==> src/rtl/soc_ar_scheduler_pkg.sv <==
`default_nettype none
// ============================================================================
// Package     : ariane_soc / soc_ar_scheduler_pkg
// Description : ariane_soc holds the shared SoC memory map, slave enumeration
//               and AXI ID widths. soc_ar_scheduler_pkg holds the scheduler
//               FSM state type and the address-decode helper.
// Revision    : 1.0 - initial release
// ============================================================================
package ariane_soc;

    localparam int unsigned IdWidth      = 4;
    localparam int unsigned IdWidthSlave = 5;
    localparam int unsigned NrSlaves     = 5;

    typedef enum logic [2:0] {
        DRAM  = 3'd0,
        ExtIO = 3'd1,
        PLIC  = 3'd2,
        CLINT = 3'd3,
        Debug = 3'd4
    } axi_slaves_t;

    localparam logic [63:0] DebugBase   = 64'h0000_0000;
    localparam logic [63:0] DebugLength = 64'h0000_1000;
    localparam logic [63:0] CLINTBase   = 64'h0200_0000;
    localparam logic [63:0] CLINTLength = 64'h000C_0000;
    localparam logic [63:0] PLICBase    = 64'h0C00_0000;
    localparam logic [63:0] PLICLength  = 64'h03FF_FFFF;
    localparam logic [63:0] ExtIOBase   = 64'h4000_0000;
    localparam logic [63:0] ExtIOLength = 64'h1000_0000;
    localparam logic [63:0] DRAMBase    = 64'h8000_0000;
    localparam logic [63:0] DRAMLength  = 64'h4000_0000;

endpackage

package soc_ar_scheduler_pkg;

    import ariane_soc::*;

    typedef enum logic [1:0] {
        IDLE = 2'd0,
        FWD  = 2'd1,
        ERR  = 2'd2
    } sched_state_e;

    // One-hot slave select for an address; all-zero means decode miss.
    function automatic logic [NrSlaves-1:0] addr_decode(input logic [63:0] addr);
        logic [NrSlaves-1:0] sel;
        sel = '0;
        if (addr >= DRAMBase  && addr < DRAMBase  + DRAMLength)  sel[DRAM]  = 1'b1;
        if (addr >= ExtIOBase && addr < ExtIOBase + ExtIOLength) sel[ExtIO] = 1'b1;
        if (addr >= PLICBase  && addr < PLICBase  + PLICLength)  sel[PLIC]  = 1'b1;
        if (addr >= CLINTBase && addr < CLINTBase + CLINTLength) sel[CLINT] = 1'b1;
        if (addr >= DebugBase && addr < DebugBase + DebugLength) sel[Debug] = 1'b1;
        return sel;
    endfunction

endpackage
`default_nettype wire

==> src/rtl/soc_ar_scheduler_arb.sv <==
`default_nettype none
// ============================================================================
// Module      : rr_arb_ctrl
// Description : Round-robin arbiter. Searches the eligibility vector starting
//               at the pointer, returns a one-hot grant plus its index, and
//               moves the pointer just past the winner when accepted.
// Revision    : 1.0 - initial release
// ============================================================================
module rr_arb_ctrl #(
    parameter  int unsigned NumReq = 2,
    localparam int unsigned IdxW   = (NumReq > 1) ? $clog2(NumReq) : 1
) (
    input  logic              clk_i,
    input  logic              rst_i,
    input  logic [NumReq-1:0] req_i,
    input  logic              accept_i,
    output logic [NumReq-1:0] gnt_o,
    output logic [IdxW-1:0]   gnt_idx_o
);

    logic [IdxW-1:0] r_ptr_q;
    logic [IdxW-1:0] w_ptr_d;
    logic [IdxW-1:0] w_idx;
    logic [IdxW-1:0] w_gnt_idx;
    logic            w_found;

    // First eligible requester at or after the pointer wins.
    always_comb begin
        gnt_o     = '0;
        w_gnt_idx = '0;
        w_found   = 1'b0;
        w_idx     = '0;
        for (int unsigned k = 0; k < NumReq; k++) begin
            w_idx = IdxW'((32'(r_ptr_q) + k) % NumReq);
            if (!w_found && req_i[w_idx]) begin
                w_found      = 1'b1;
                w_gnt_idx    = w_idx;
                gnt_o[w_idx] = 1'b1;
            end
        end
    end

    assign gnt_idx_o = w_gnt_idx;

    // Pointer advances to the requester after the accepted winner.
    always_comb begin
        w_ptr_d = r_ptr_q;
        if (accept_i && w_found) begin
            if (32'(w_gnt_idx) == NumReq - 1) begin
                w_ptr_d = '0;
            end else begin
                w_ptr_d = w_gnt_idx + 1'b1;
            end
        end
    end

    // Pointer register; master 0 has priority after reset.
    always_ff @(posedge clk_i) begin
        if (rst_i) begin
            r_ptr_q <= '0;
        end else begin
            r_ptr_q <= w_ptr_d;
        end
    end

endmodule
`default_nettype wire

==> src/rtl/soc_ar_scheduler.sv <==
`default_nettype none
// ============================================================================
// Module      : soc_ar_scheduler
// Description : AXI read-address scheduler. Arbitrates the masters'
//               read-address requests round-robin, decodes the address
//               against the SoC map and forwards to one slave or to the
//               decode-error responder. Tracks per-master outstanding reads
//               and stops granting a master at MaxOutstanding.
// Revision    : 1.0 - initial release
// ============================================================================
module soc_ar_scheduler
    import ariane_soc::*;
    import soc_ar_scheduler_pkg::*;
#(
    parameter  int unsigned NrMasters      = 2,
    parameter  int unsigned MaxOutstanding = 4,
    localparam int unsigned CntWidth       = $clog2(MaxOutstanding + 1)
) (
    input  logic                                clk_i,
    input  logic                                rst_i,
    input  logic [NrMasters-1:0]                req_valid_i,
    output logic [NrMasters-1:0]                req_ready_o,
    input  logic [NrMasters-1:0][63:0]          req_addr_i,
    input  logic [NrMasters-1:0][IdWidth-1:0]   req_id_i,
    output logic [NrSlaves-1:0]                 slv_valid_o,
    input  logic [NrSlaves-1:0]                 slv_ready_i,
    output logic [63:0]                         slv_addr_o,
    output logic [IdWidthSlave-1:0]             slv_id_o,
    output logic                                err_valid_o,
    input  logic                                err_ready_i,
    output logic [IdWidthSlave-1:0]             err_id_o,
    input  logic                                done_valid_i,
    input  logic [IdWidthSlave-1:0]             done_id_i,
    output logic [NrMasters-1:0][CntWidth-1:0]  outstanding_o
);

    localparam int unsigned MstIdxW = IdWidthSlave - IdWidth;
    localparam int unsigned GntIdxW = (NrMasters > 1) ? $clog2(NrMasters) : 1;

    sched_state_e                       r_state_q, w_state_d;
    logic [NrSlaves-1:0]                r_slv_sel_q, w_slv_sel_d;
    logic [63:0]                        r_addr_q, w_addr_d;
    logic [IdWidthSlave-1:0]            r_slv_id_q, w_slv_id_d;
    logic [IdWidthSlave-1:0]            r_err_id_q, w_err_id_d;
    logic [NrMasters-1:0][CntWidth-1:0] r_cnt_q, w_cnt_d;

    logic [NrMasters-1:0]    w_eligible;
    logic [NrMasters-1:0]    w_gnt;
    logic [GntIdxW-1:0]      w_gnt_idx;
    logic                    w_accept;
    logic [63:0]             w_grant_addr;
    logic [IdWidthSlave-1:0] w_grant_id;
    logic [NrSlaves-1:0]     w_grant_sel;
    logic [MstIdxW-1:0]      w_done_idx;
    logic [NrMasters-1:0]    w_inc;
    logic [NrMasters-1:0]    w_dec;
    logic                    w_unused_done_id;

    // The low done_id bits carry the master's own ID and play no part here.
    assign w_unused_done_id = ^done_id_i[IdWidth-1:0];
    assign w_done_idx       = done_id_i[IdWidthSlave-1:IdWidth];

    // A master competes only while below its outstanding limit.
    always_comb begin
        w_eligible = '0;
        for (int unsigned m = 0; m < NrMasters; m++) begin
            w_eligible[m] = req_valid_i[m] && (r_cnt_q[m] < CntWidth'(MaxOutstanding));
        end
    end

    rr_arb_ctrl #(
        .NumReq    (NrMasters)
    ) u_rr_arb (
        .clk_i     (clk_i),
        .rst_i     (rst_i),
        .req_i     (w_eligible),
        .accept_i  (w_accept),
        .gnt_o     (w_gnt),
        .gnt_idx_o (w_gnt_idx)
    );

    assign w_grant_addr = req_addr_i[w_gnt_idx];
    assign w_grant_id   = {MstIdxW'(w_gnt_idx), req_id_i[w_gnt_idx]};
    assign w_grant_sel  = addr_decode(w_grant_addr);

    // Next-state and capture logic; ready is only offered from IDLE.
    always_comb begin
        w_state_d   = r_state_q;
        w_slv_sel_d = r_slv_sel_q;
        w_addr_d    = r_addr_q;
        w_slv_id_d  = r_slv_id_q;
        w_err_id_d  = r_err_id_q;
        w_accept    = 1'b0;
        req_ready_o = '0;
        case (r_state_q)
            IDLE: begin
                if (|w_eligible) begin
                    w_accept    = 1'b1;
                    req_ready_o = w_gnt;
                    if (|w_grant_sel) begin
                        w_state_d   = FWD;
                        w_slv_sel_d = w_grant_sel;
                        w_addr_d    = w_grant_addr;
                        w_slv_id_d  = w_grant_id;
                    end else begin
                        w_state_d   = ERR;
                        w_err_id_d  = w_grant_id;
                    end
                end
            end
            FWD: begin
                if (|(r_slv_sel_q & slv_ready_i)) begin
                    w_state_d = IDLE;
                end
            end
            ERR: begin
                if (err_ready_i) begin
                    w_state_d = IDLE;
                end
            end
            default: begin
                w_state_d = IDLE;
            end
        endcase
    end

    // Outstanding counters: +1 on grant, -1 on done, never below zero.
    always_comb begin
        w_inc   = '0;
        w_dec   = '0;
        w_cnt_d = r_cnt_q;
        for (int unsigned m = 0; m < NrMasters; m++) begin
            w_inc[m]   = req_valid_i[m] & req_ready_o[m];
            w_dec[m]   = done_valid_i && (32'(w_done_idx) == m) && (r_cnt_q[m] != '0);
            w_cnt_d[m] = r_cnt_q[m] + CntWidth'(w_inc[m]) - CntWidth'(w_dec[m]);
        end
    end

    // State, captured request and counters; reset drops any pending transfer.
    always_ff @(posedge clk_i) begin
        if (rst_i) begin
            r_state_q   <= IDLE;
            r_slv_sel_q <= '0;
            r_addr_q    <= '0;
            r_slv_id_q  <= '0;
            r_err_id_q  <= '0;
            r_cnt_q     <= '0;
        end else begin
            r_state_q   <= w_state_d;
            r_slv_sel_q <= w_slv_sel_d;
            r_addr_q    <= w_addr_d;
            r_slv_id_q  <= w_slv_id_d;
            r_err_id_q  <= w_err_id_d;
            r_cnt_q     <= w_cnt_d;
        end
    end

    assign slv_valid_o   = (r_state_q == FWD) ? r_slv_sel_q : '0;
    assign slv_addr_o    = r_addr_q;
    assign slv_id_o      = r_slv_id_q;
    assign err_valid_o   = (r_state_q == ERR);
    assign err_id_o      = r_err_id_q;
    assign outstanding_o = r_cnt_q;

endmodule
`default_nettype wire

==> config.mk <==
export PLATFORM = sky130hd
export DESIGN_NAME = soc_ar_scheduler
export DESIGN_NICKNAME = d
export VERILOG_FILES = /design/src/rtl/soc_ar_scheduler_pkg.sv /design/src/rtl/soc_ar_scheduler_arb.sv /design/src/rtl/soc_ar_scheduler.sv
export SDC_FILE = /design/constraint.sdc
export NUM_CORES = 1
export LEC_CHECK = 0
export ABC_AREA = 1
export CORE_UTILIZATION = 38
export CTS_CLUSTER_DIAMETER = 40
export DETAILED_ROUTE_END_ITERATION = 6
export GPL_ROUTABILITY_DRIVEN = 0
export PLACE_DENSITY = 0.8
export SLEW_MARGIN = 15
export SYNTH_ARGS = -nofsm -noshare
export SYNTH_HDL_FRONTEND = slang
export SYNTH_SLANG_ARGS = --single-unit
==> constraint.sdc <==
create_clock -name clk_i -period 3.3 [get_ports clk_i]
set_clock_uncertainty 0.2 [all_clocks]
set_input_delay 0.825 -clock clk_i [delete_from_list [all_inputs] [get_ports clk_i]]
set_output_delay 0.825 -clock clk_i [all_outputs]
set_load 0.01 [all_outputs]
==> flow_summary.toml <==
[run_status]
status = "completed"

[drt]
drt-vias-per-instance = 4.85
drtIter0Drc = 459
drt-pass1-iter-count = 5
vias = 6553
drcViolationCount = 0
routed_wl_um = 19800
ant_nets = 0
post_drt_wl_per_cell_um = 14.6

[yosys]
yosys_warnings = 0
syn_inst = 855
synthesis.nets = 1013
syn_area_per_cell_um2 = 5.93
yosys_register_bits = 88
synthDistinctLibCells = 30
ys_seq_area_frac = 0.347
syn_area_mm2 = 0.00507

[pwr]
peakVddDrop_mv = 0.323
p_per_area_mw_per_mm2 = 443
p_leak_uw = 0.00429

[critical_path]
crit_chain = "buf_6 > nand2_4 > buf_12 > o21ai_4 > buf_12 > buf_12 > nand2_2 > nand2_2 > nand2_1 > nor2_2 > nand2_1 > nor2_1 > nand2_1 > nand3_4 > nand4_4 > buf_6 > buf_12 > buf_12 > buf_16 > nand3b_1 > nand2_1 > nor2_1"
worstPathRequired_ns = 3.40
reg2reg_to = "slv_addr_o[5]"
path_common_cell = "buf_12"
arrival_ns = 3.34
worst_r2r_startpoint = "outstanding_o[2]"
crit_path_top_delay_cell = "o21ai_4"
worst-setup-path-type = "input pin to register"
cpPeakStageDelay_ns = 0.20
worst-r2r-cell-count = 22
r2r_slack_ns = 0.13
cp_max_fo = 8
cp-start-kind = "input pin"
crit_path_end_kind = "register"
crit_start = "req_valid_i[0]"

[clocking]
root_buffer = "clkbuf_16"
cts_buffers = 9
cts_tree = "done"
cts_max_level = 3
clk_latency_ns = 0.35
clockBufferDepth = 2
cts-hold-fix-buffers = 0
cts.sinks = 88
clkTransAtPathRegs_ns = 0.07

[grt]
grt_pass1_vias = 6035
grt_antenna_before_repair = 0
grt_max_degree = 48
grt_pass1_wl_um = 28500
grt_usage = 0.257
overflow = 0

[sta]
rsz0062_at_grt = "true"
holdWs_ns = 0.237
tightest_slew_ns = 0.506
fmax_ghz = 0.308
min_period_over_period = 0.983
setup_violations = 0
slew_violations = 0
worst_slack_ns = 0.0553
slew_headroom = 0.662
period_minus_slack_ns = 3.24
hold_viol_final = 0

[finish]
n_fill_cell = 953
areaGrowthSynthToFinish_pct = 85.2
nets = 1333
final_cell_mix = "nand2_1 (291), clkdlybuf4s50_1 (231), nor2_1 (174)"
drive_above_1_share = 0.186
post-route-util = 0.732
final_common_cell = "nand2_1"
antenna_cells = 0

[floorplan]
start_util = 0.396
design.core.area_mm2 = 0.0128
io_pins = 240
die_h_um = 118
fp-row-count = 41
fp.dieW_um = 118
die-area_mm2 = 0.0138

[min_path]
hold_path_startpoint = "slv_addr_o[50]"
hold_class = "register to register"
min_to = "slv_addr_o[50]"
hold_depth = 2

[run]
cap_violations = 0

[placement]
pre_cts_ws_ns = -0.549
portBuffers = 235
dp_hpwl_um = 12000
-- logic make-up after synthesis --
kind of cell / after synthesis / share of synthesized area
fa+ha+maj: 6 / 0.0178
xor+xnor: 2 / 0.00345
buf+inv: 126 / 0.109
simple gates: 604 / 0.488
mux: 4 / 0.00789
compound gates: 25 / 0.0271
flops: 88 / 0.347
-- how the worst max path moves through the flow --
stage	to	slack (ns)	depth (start not counted)
after global routing	slv_addr_o[9]	-0.07	22
after detailed placement	slv_addr_o[13]	-0.55	19
after floorplan	outstanding_o[2]	0.001	16
after global placement	err_id_o[1]	-0.44	18
after CTS	slv_addr_o[5]	0.009	22
final	slv_addr_o[5]	0.06	22
-- registers in the layout, summed over array words and instances, names as in the netlist --
| name | count |
|---|---|
| slv_addr_o | 64 |
| outstanding_o | 6 |
| err_id_o | 5 |
| r_slv_sel_q | 5 |
| slv_id_o | 5 |
| r_state_q | 2 |
| u_rr_arb.r_ptr_q | 1 |
-- cells in the mapped netlist --
cell type  number  area share
nand4_2         1      0.0025
nand3b_1       23       0.034
nand4_4         1      0.0042
dfxtp_1        88        0.35
mux2i_1         4      0.0079
nor2_2          3      0.0037
buf_1           5      0.0037
nand3_1        32       0.032
nand2_1       339        0.25
o311a_1         1      0.0020
nand3_2         1      0.0020
ha_1            4      0.0099
buf_6           5       0.011
o21ai_2         1      0.0017
clkbuf_1       15       0.011
buf_2          11       0.011
a21oi_1         7      0.0069
nand2_4         1      0.0022
nor3_1          4      0.0039
nand4_1        10       0.012
o21ai_0         7      0.0069
nor3b_1         1      0.0015
fa_1            2      0.0079
nor2_1        188        0.14
o21ai_1         8      0.0079
inv_2           5      0.0037
inv_1          78       0.058
buf_4           7       0.010
xor2_1          2      0.0035
a221oi_1        1      0.0017
-- worst max-delay path, delay by kind of cell --
family / cells / cell delay, ns
buf+inv: 8 / 1.05
compound gates: 1 / 0.20
simple gates: 13 / 1.25
-- what timing repair did --
| item | 4_1_cts | 5_1_grt |
|---|---|---|
| setup endpoints to repair | 82 | 82 |
| cloned | 10 | 7 |
| pin swaps | 17 | 32 |
| resized for setup | 41 | 81 |
| buffers inserted | 21 | 20 |
-- through the flow --
step / total power (µW) / instance area [µm²] / std cells / TNS [ns]
after floorplan: 1960 / 5080 / 855 / 0
after global placement: 2570 / 7980 / 1281 / -32.84
after detailed placement: 2600 / 7980 / 1281 / -40.04
after CTS: 3890 / 8890 / 1328 / 0
after global routing: 4380 / 9390 / 1352 / -0.376
final: 4160 / 9390 / 1352 / 0
-- cell type report --
| cell class | instances | area, µm² | share of cell area |
|---|---|---|---|
| well taps | 172 | 215 | 0.0229 |
| clock inverters | 7 | 62.6 | 0.00666 |
| clock buffers | 9 | 225 | 0.0240 |
| repair buffers | 352 | 3780 | 0.402 |
| flip-flops and latches | 88 | 1760 | 0.188 |
| inverters | 83 | 317 | 0.0337 |
| multi-input cells | 641 | 3030 | 0.323 |
-- routing by layer --
metal | GRT usage | vias to the layer above | share of wire
li1 | - | 3239 | -
met1 | 0.284 | 2974 | 0.39
met2 | 0.472 | 276 | 0.50
met3 | 0.0509 | 64 | 0.064
met4 | 0.119 | 0 | 0.042
met5 | 0 | - | 0
-- power breakdown --
group          internal (µW)  switching (µW)  total (µW)
Clock                    526             473         999
Sequential              1110            54.6        1170
Combinational           1040             952        1990
Total                   2680            1480        4160
Power figures use the tool's default switching activity.
